$ cat src/rtl/xsw_pkg.sv
// xsw_pkg: shared types for the switch ingress slice.
// Burst FSM state enum and level-width helper.
package xsw_pkg;

  typedef enum logic [0:0] {
    IDLE  = 1'b0,
    BURST = 1'b1
  } state_t;

  // Occupancy counter must reach DEPTH itself, hence the extra bit.
  function automatic int lvl_w(input int depth);
    return $clog2(depth) + 1;
  endfunction

endpackage

$ cat src/rtl/xsw_if.sv
// xsw_if: upstream beat channel plus switch-port channel of one ingress.
// master drives vld_i/pld_i/gnt_o; slave (ingress) drives the rest.
interface xsw_if #(
  parameter int P = 10
);

  logic         vld_i;
  logic [P-1:0] pld_i;
  logic         gnt_i;
  logic         vld_o;
  logic [P-1:0] pld_o;
  logic         gnt_o;
  logic         ocy_o;
  logic         rel_o;

  modport master (
    output vld_i, pld_i, gnt_o,
    input  gnt_i, vld_o, pld_o, ocy_o, rel_o
  );

  modport slave (
    input  vld_i, pld_i, gnt_o,
    output gnt_i, vld_o, pld_o, ocy_o, rel_o
  );

endinterface

$ cat src/rtl/xsw_fifo.sv
// xsw_fifo: DEPTH-entry beat FIFO with wrapping pointers and level.
// Ports: push/wdata in, pop in, rdata = head, level/lvl_nxt/empty out.
module xsw_fifo
  import xsw_pkg::*;
#(
  parameter int P     = 10,
  parameter int DEPTH = 4
) (
  input  logic                      clk,
  input  logic                      rstn,
  input  logic                      push,
  input  logic [P-1:0]              wdata,
  input  logic                      pop,
  output logic [P-1:0]              rdata,
  output logic [lvl_w(DEPTH)-1:0]   level,
  output logic [lvl_w(DEPTH)-1:0]   lvl_nxt,
  output logic                      empty
);

  localparam int AW = $clog2(DEPTH);
  localparam int LW = lvl_w(DEPTH);

  logic [P-1:0]  mem [DEPTH];
  logic [AW-1:0] wptr;
  logic [AW-1:0] rptr;
  logic          full;
  logic          wr;
  logic          rd;

  assign full  = (level == LW'(DEPTH));
  assign empty = (level == '0);
  assign wr    = push & ~full;
  assign rd    = pop & ~empty;
  assign rdata = mem[rptr];

  always_comb begin
    lvl_nxt = level;
    unique case ({wr, rd})
      2'b10:   lvl_nxt = level + 1'b1;
      2'b01:   lvl_nxt = level - 1'b1;
      default: lvl_nxt = level;
    endcase
  end

  // Storage is deliberately left out of reset.
  always_ff @(posedge clk) begin
    if (wr) mem[wptr] <= wdata;
  end

  always_ff @(posedge clk or negedge rstn) begin
    if (!rstn) begin
      wptr  <= '0;
      rptr  <= '0;
      level <= '0;
    end else begin
      if (wr) wptr <= wptr + 1'b1;
      if (rd) rptr <= rptr + 1'b1;
      level <= lvl_nxt;
    end
  end

endmodule

$ cat src/rtl/xsw_ingress.sv
// xsw_ingress: buffers upstream beats and frames bursts for a switch port.
// Ports: clk, rstn, bus (xsw_if.slave), level = FIFO occupancy.
module xsw_ingress
  import xsw_pkg::*;
#(
  parameter int P       = 10,
  parameter int DEPTH   = 4,
  parameter int LEN_W   = 2,
  parameter int LEN_LSB = 0
) (
  input  logic                    clk,
  input  logic                    rstn,
  xsw_if.slave                    bus,
  output logic [lvl_w(DEPTH)-1:0] level
);

  localparam int LW = lvl_w(DEPTH);

  logic             gnt_q;
  logic             push;
  logic             pop;
  logic             empty;
  logic             vld;
  logic [P-1:0]     head;
  logic [LW-1:0]    lvl_nxt;
  logic [LEN_W-1:0] hd_len;
  logic             last;
  logic             ocy;
  logic             rel;

  state_t           state_q;
  state_t           state_d;
  logic [LEN_W-1:0] cnt_q;
  logic [LEN_W-1:0] cnt_d;
  logic [LEN_W-1:0] len_q;
  logic [LEN_W-1:0] len_d;

  assign push = bus.vld_i & gnt_q;
  assign vld  = ~empty;
  assign pop  = vld & bus.gnt_o;

  xsw_fifo #(
    .P     (P),
    .DEPTH (DEPTH)
  ) u_fifo (
    .clk     (clk),
    .rstn    (rstn),
    .push    (push),
    .wdata   (bus.pld_i),
    .pop     (pop),
    .rdata   (head),
    .level   (level),
    .lvl_nxt (lvl_nxt),
    .empty   (empty)
  );

  // Ready looks one cycle ahead so a full FIFO never sees a push.
  always_ff @(posedge clk or negedge rstn) begin
    if (!rstn) gnt_q <= 1'b0;
    else       gnt_q <= (lvl_nxt < LW'(DEPTH));
  end

  assign hd_len = head[LEN_LSB +: LEN_W];
  assign last   = (cnt_q == len_q);

  always_comb begin
    state_d = state_q;
    cnt_d   = cnt_q;
    len_d   = len_q;
    ocy     = 1'b0;
    rel     = 1'b0;
    unique case (state_q)
      IDLE: begin
        ocy = vld;
        rel = vld & (hd_len == '0);
        if (pop && hd_len != '0) begin
          state_d = BURST;
          cnt_d   = LEN_W'(1);
          len_d   = hd_len;
        end
      end
      BURST: begin
        rel = vld & last;
        if (pop) begin
          if (last) begin
            state_d = IDLE;
            cnt_d   = '0;
          end else begin
            cnt_d = cnt_q + 1'b1;
          end
        end
      end
    endcase
  end

  always_ff @(posedge clk or negedge rstn) begin
    if (!rstn) begin
      state_q <= IDLE;
      cnt_q   <= '0;
      len_q   <= '0;
    end else begin
      state_q <= state_d;
      cnt_q   <= cnt_d;
      len_q   <= len_d;
    end
  end

  assign bus.gnt_i = gnt_q;
  assign bus.vld_o = vld;
  assign bus.pld_o = head;
  assign bus.ocy_o = ocy;
  assign bus.rel_o = rel;

endmodule

$ cat src/flat_wrapper.sv
// flat-port wrapper written by rule: the top's interface ports become plain ports
module xsw_ingress_flat import xsw_pkg::*;
#(
  parameter int P       = 10,
  parameter int DEPTH   = 4,
  parameter int LEN_W   = 2,
  parameter int LEN_LSB = 0
)
  (clk, rstn, level, bus_vld_i, bus_pld_i, bus_gnt_o, bus_gnt_i, bus_vld_o, bus_pld_o, bus_ocy_o, bus_rel_o);
  xsw_if #(.P(P)) bus_i ();
  input  logic clk;
  input  logic rstn;
  output logic [lvl_w(DEPTH)-1:0] level;
  input wire logic [$bits(bus_i.vld_i)-1:0] bus_vld_i;
  input wire logic [$bits(bus_i.pld_i)-1:0] bus_pld_i;
  input wire logic [$bits(bus_i.gnt_o)-1:0] bus_gnt_o;
  output wire logic [$bits(bus_i.gnt_i)-1:0] bus_gnt_i;
  output wire logic [$bits(bus_i.vld_o)-1:0] bus_vld_o;
  output wire logic [$bits(bus_i.pld_o)-1:0] bus_pld_o;
  output wire logic [$bits(bus_i.ocy_o)-1:0] bus_ocy_o;
  output wire logic [$bits(bus_i.rel_o)-1:0] bus_rel_o;
  assign bus_i.vld_i = bus_vld_i;
  assign bus_i.pld_i = bus_pld_i;
  assign bus_i.gnt_o = bus_gnt_o;
  assign bus_gnt_i = bus_i.gnt_i;
  assign bus_vld_o = bus_i.vld_o;
  assign bus_pld_o = bus_i.pld_o;
  assign bus_ocy_o = bus_i.ocy_o;
  assign bus_rel_o = bus_i.rel_o;
  xsw_ingress #(.P(P), .DEPTH(DEPTH), .LEN_W(LEN_W), .LEN_LSB(LEN_LSB)) u_core (.clk(clk), .rstn(rstn), .bus(bus_i), .level(level));
endmodule
$ cat config.mk
export PLATFORM = sky130hd
export DESIGN_NAME = xsw_ingress_flat
export DESIGN_NICKNAME = d
export VERILOG_FILES = /design/src/rtl/xsw_pkg.sv /design/src/rtl/xsw_if.sv /design/src/rtl/xsw_fifo.sv /design/src/rtl/xsw_ingress.sv /design/src/flat_wrapper.sv
export SDC_FILE = /design/constraint.sdc
export NUM_CORES = 1
export LEC_CHECK = 0
export ABC_AREA = 1
export CAP_MARGIN = 5
export CORE_MARGIN = 5
export CORE_UTILIZATION = 58
export CTS_CLUSTER_SIZE = 28
export DETAILED_ROUTE_END_ITERATION = 8
export PLACE_DENSITY = 0.84
export SYNTH_ARGS = -nofsm -noshare
export SYNTH_HDL_FRONTEND = slang
export SYNTH_SLANG_ARGS = --single-unit
$ cat constraint.sdc
create_clock -name clk -period 3.05 [get_ports clk]
set_input_delay 0.61 -clock clk [delete_from_list [all_inputs] [get_ports clk]]
set_output_delay 0.61 -clock clk [all_outputs]
set_load 0.01 [all_outputs]
# After elaboration in Yosys (flattened, before gate mapping)
# Memories as Yosys holds them, arrays and structs flattened.
# Cells that the tools add are included.
op_classes:
  n_addsub: 5
  magnitude_cmp: 1
  n_eq_ne: 6
  mux: 13
  bitwise: 9
  n_reduce_logical: 6
ops:
  columns: ["op", "n"]
  rows:
  - ["adder 2 x 1 -> 2 bit, second input constant", 3]
  - ["AND 1 bit", 6]
  - ["two-way mux 1 bit", 6]
  - ["two-way mux 2 bit", 3]
  - ["one-hot mux 3 bit (2 select lines)", 1]
  - ["!= test 2 x 1 -> 1 bit, second input constant", 2]
  - ["one-hot mux 1 bit (2 select lines)", 2]
  - ["one-hot mux 2 bit (2 select lines)", 1]
  - ["AND reduction 2 bit", 2]
  - ["adder 3 x 1 -> 3 bit, second input constant", 1]
  - ["== test 3 bit, second input constant", 1]
  - ["logical NOT 3 bit", 1]
  - ["less-than comparator 3 bit, second input constant", 1]
  - ["NOT 1 bit", 3]
  - ["subtractor 3 x 1 -> 3 bit, second input constant", 1]
  - ["== test 2 x 1 -> 1 bit, second input constant", 1]
  - ["== test 2 bit", 1]
  - ["== test 2 bit, second input constant", 1]
  - ["logical NOT 2 bit", 1]
  - ["nonzero test 2 bit", 1]
  - ["logical AND 1 bit", 1]
totals:
  ff_bits: 13
  mem_bits_rw: 40
  output_inout_bits: 17
  word_cells: 48
  memories: 1
mem_list:
  columns: ["name", "words", "word_bits", "rd", "rd_ports_with_merged_regs", "wr", "line", "text"]
  rows:
  - ["u_core.u_fifo.mem", 4, 10, 1, 0, 1, "xsw_fifo.sv:23", "logic [P-1:0] mem [DEPTH];"]

# Longest topological paths before layout
logic_depth:
  ltp_word: 7
  ltp_mapped: 9
  depth_no_buf: 9

# Modules after synthesis
# Synthesis repeated with hierarchy kept, for this count alone.
unflattened:
  hier_cells: 230
  area_unflattened_um2: 2421.1
by_module_without_submodules:
  columns: ["module", "n_inst", "cells_per_inst", "area_per_inst_um2"]
  rows:
  - ["xsw_fifo", 1, 177, 2062.0]
  - ["xsw_ingress", 1, 53, 359.1]

# Worst setup path before layout
# No wires, ideal clock.
synth_timing:
  path_type: "register to register"
  from: "reg u_core.u_fifo.level[0]"
  to: "reg u_core.gnt_q, in the netlist u_core.bus.gnt_i"
  setup_ns: 0.121
  arrival_time_ns: 1.865
  required_ns: 2.929
  slack_ns: 1.064
  path_stages_with_launch: 9
  synth_period_minus_slack_ns: 1.986
  path_cell_list: "dfrtp_1 nor3_2 nor2_2 ha_1 fa_1 a21oi_1 o21ai_1 xor2_1 inv_1"
synth_via:
  elab_chain_len: 7
synth_lines:
  columns: ["element", "line", "text"]
  rows:
  - ["start: declaration", "xsw_fifo.sv:15", "output logic [lvl_w(DEPTH)-1:0] level,"]
  - ["start signal: assignment", "xsw_fifo.sv:58", "level <= lvl_nxt;"]
  - ["logical NOT 3 bit *", "xsw_fifo.sv:31", "assign empty = (level == '0);"]
  - ["NOT 1 bit *", "xsw_fifo.sv:33, xsw_ingress.sv:39", null]
  - ["AND 1 bit", "xsw_ingress.sv:40", "assign pop = vld & bus.gnt_o;"]
  - ["AND 1 bit *", "xsw_fifo.sv:33", "assign rd = pop & ~empty;"]
  - ["net u_core.u_fifo.rd", "xsw_fifo.sv:28", "logic rd;"]
  - ["== test 2 x 1 -> 1 bit / == test 2 bit (equally long branches)", "xsw_fifo.sv:38", "unique case ({wr, rd})"]
  - ["one-hot mux 3 bit (2 select lines) *", "xsw_fifo.sv:38", null]
  - ["less-than comparator 3 bit *", "xsw_ingress.sv:60", "else gnt_q <= (lvl_nxt < LW'(DEPTH));"]
  - ["end signal: assignment", "xsw_ingress.sv:60", null]
  - ["end: declaration", "xsw_ingress.sv:19", "logic gnt_q;"]
# The timed path passes the listed nets; every way through them passes the cells marked *.
# A chain may end at the register's enable or synchronous reset.

# Worst setup path in the final report
layout_timing:
  from: "reg u_core.u_fifo.rptr[0]"
  to: "out bus_rel_o"
layout_via:
  elab_chain_len: 4
layout_lines:
  columns: ["element", "line", "text"]
  rows:
  - ["start: declaration", "xsw_fifo.sv:25", "logic [AW-1:0] rptr;"]
  - ["start signal: assignment", "xsw_fifo.sv:57", "if (rd) rptr <= rptr + 1'b1;"]
  - ["memory read (4 x 10 bit)", null, null]
  - ["logical NOT 2 bit", "xsw_ingress.sv:75", "rel = vld & (hd_len == '0);"]
  - ["AND 1 bit", "xsw_ingress.sv:75", null]
  - ["one-hot mux 1 bit (2 select lines)", "xsw_ingress.sv:72", "unique case (state_q)"]
  - ["end: declaration", "flat_wrapper.sv:21", "output wire logic [$bits(bus_i.rel_o)-1:0] bus_rel_o;"]
# No other way between the ends.

==> impl_metrics.csv <==
group,metric,value,unit
yosys,ys_top_cells_by_area,"edfxtp_1, dfrtp_1, nand2_1",
cts,clock_path_buffers,2,
cts,cts_buffers,5,
place,finalWeightedCongestion,0.796,
yosys,synthesis.area,0.00228,mm²
cts,cts_resized,0,
yosys,yosysSeqAreaShare,67.1,%
critical_path,critPathMaxFanout,21,
status,status,"complete, no violations",
routing,via_per_inst,5.33,
critical_path,crit_path_end_kind,"output pin",
critical_path,start_kind,"register",
die,rows,22,
yosys,netlist_instances,192,
sta,skew,0.00895,ns
cts,cts.clk_slew.worst_paths,0.09,ns
yosys,yosysUniqueCellTypes,26,
routing,drtIter0Drc,86,
routing,drt_pass1_iterations,4,
global_route,grt_antenna_before_repair,0,
global_route,first_global_vias,1524,
die,ios,31,
critical_path,path_class,"register to output pin",
place,dpl.hpwl,3090,µm
yosys,synth_area_per_cell,11.9,µm²
die,die_y,72.6,µm
cts,cts_tree,"done",
yosys,yosys_warnings,0,
sta,rsz0062_at_grt,"no",
cts,cts_hold_buf,0,
sta,maxSlewViolCount,0,
sta,tightest_slew,0.610,ns
min_path,hold_class,"register to register",
routing,wl_per_cell,15.5,µm
sta,slew_headroom,59.2,%
yosys,synth_common_cells,"edfxtp_1, nand2_1, nor2_1, inv_1, o21ai_0",
routing,drtAntennaViolNets,0,
routing,drc_errors,0,
power,total_leakage_power,1.07,nW
cells_and_area,regArea,0.00153,mm²
cts,cts_max_level,2,
yosys,yosysTopAreaCell,"edfxtp_1",
die,core_area,0.00374,mm²
routing,num_vias,1488,
sta,hold_viol,0,
sta,setup_tns,0,ns
yosys,synth_edf_count,40,
yosys,synthesis.nets,212,
cells_and_area,drive_above_1_share,13.0,%
sta,setup_viol,0,
global_route,grt_pass1_wl,7120,µm
sta,whs,0.511,ns
cells_and_area,fin_nets,250,
die,die_area,0.00528,mm²
power,power.density,981,mW/mm²
critical_path,required,2.44,ns
global_route,overflow,0,
power,irDropWorstVdd,0.645,mV
die,start_util,60.8,%
yosys,yosys_register_bits,53,
critical_path,arrival,2.12,ns
cts,clockRootBuffer,"clkbuf_8",
cells_and_area,fill_cells,275,
cts,post_cts_buffers,0,
global_route,grt_usage,18.0,%
critical_path,r2r_slack,1.05,ns
sta,post-route-min-period,2.73,ns
cells_and_area,multi_input_area,644,µm²
yosys,synth_top_area_share,52.8,%
cells_and_area,syn_to_final_growth,20.1,%
die,chipWidth,72.6,µm
global_route,grt_max_degree,22,
routing,routed_wirelength,4330,µm
sta,max_freq,366,MHz
cts,clock_latency,0.30,ns
sta,period_share,89.6,%
place,portBuffers,30,
cts,cts_sinks,53,
cells_and_area,diodes,0,
yosys,yosys.cell_count.top_type,"edfxtp_1",
yosys,synthArstFlopShare,24.5,%
job,drv_cap,0,
yosys,synth_flop_cell,"edfxtp_1",
-- per-stage QoR --
step / instance area (µm²) / utilization (%) / power (W) / setup WS (ns) / cells
floorplan: 2280 / - / 0.00182 / 1.06 / 192
global route: 2730 / 73.0 / 0.00288 / 0.141 / 279
CTS: 2730 / 73.0 / 0.00270 / 0.305 / 279
finish: 2730 / 73.0 / 0.00268 / 0.316 / 279
global placement: 2650 / 70.7 / 0.00227 / 0.596 / 271
detailed placement: 2650 / 70.7 / 0.00234 / 0.525 / 271
-- path summary, 6_finish.rpt --
path | start | to | cells past startpoint
worst max-delay path | u_core.u_fifo.rptr[0] | bus_rel_o | 7
worst max register to register | u_core.u_fifo.level[0] | u_core.bus.gnt_i | 9
max in group asynchronous | rstn | u_core.u_fifo.rptr[1] | 1
worst min register to register | u_core.len_q[1] | u_core.len_q[1] | 2
min in group asynchronous | rstn | u_core.state_q | 1
worst min-delay path | u_core.len_q[1] | u_core.len_q[1] | 2
-- layout make-up --
cell class / count / share of cell area [%]
Multi-Input combinational cell: 115 / 23.6
Sequential cell: 53 / 55.8
Timing Repair Buffer: 36 / 12.6
Tap cell: 48 / 2.20
Clock inverter: 3 / 0.641
Inverter: 19 / 2.61
Clock buffer: 5 / 2.52
-- cell usage in the layout, fill, tap and decap left out, types with 2 or more instances in the layout --
master	count
nor2_1	27
edfxtp_1	40
a21oi_1	3
nand2_2	4
clkdlybuf4s50_1	30
nand3_1	5
clkbuf_8	5
xnor2_1	2
inv_2	3
buf_4	6
o21ai_1	4
ha_1	5
o21ai_0	14
xor2_1	3
clkinv_2	2
inv_1	16
o22ai_1	8
dfrtp_1	13
nand3_2	4
nand2_1	29
-- metal layers --
layer / share of wire [%] / up-vias / GRT usage (%) / wire length (µm)
li1: - / 727 / - / -
met1: 41 / 711 / 22.6 / 1770
met2: 52 / 36 / 29.8 / 2250
met3: 4.3 / 14 / 3.44 / 186
met4: 2.8 / 0 / 9.22 / 123
met5: 0 / - / 0 / 0
-- report_power, final --
part           internal, W  switching, W
Sequential        0.000944      0.000145
Clock             0.000159      0.000213
Combinational     0.000558      0.000664
Total              0.00166       0.00102
-- logic make-up (layout without fill, tap and decap cells) --
family,Yosys count,count (layout),share of synthesized area [%]
buffers and inverters,24,63,4.62
adders and majority gates,6,6,3.63
xor gates and xnor gates,5,5,1.92
muxes,1,1,0.495
and+or+nand+nor,74,74,15.4
AOI/OAI and AO/OA,29,29,6.82
DFF,53,53,67.1
-- critical path, cell delays in order, from the launching register on --
cell and delay (ns):
dfrtp_1 0.51, inv_2 0.23, nand2_1 0.11, nand3_1 0.08, nand2_2 0.13, nand2_2 0.09
a21oi_1 0.12, clkdlybuf4s50_1 0.55
-- sequential cells by signal, indices dropped and copies added, names as in the netlist, named ones only --
register             cells
u_core.u_fifo.mem       40
u_core.u_fifo.level      2
u_core.u_fifo.rptr       2
u_core.u_fifo.wptr       2
u_core.state_q           1
u_core.bus.gnt_i         1
u_core.len_q             2
u_core.cnt_q             2
Note: power is estimated with default switching activity, not from simulation.
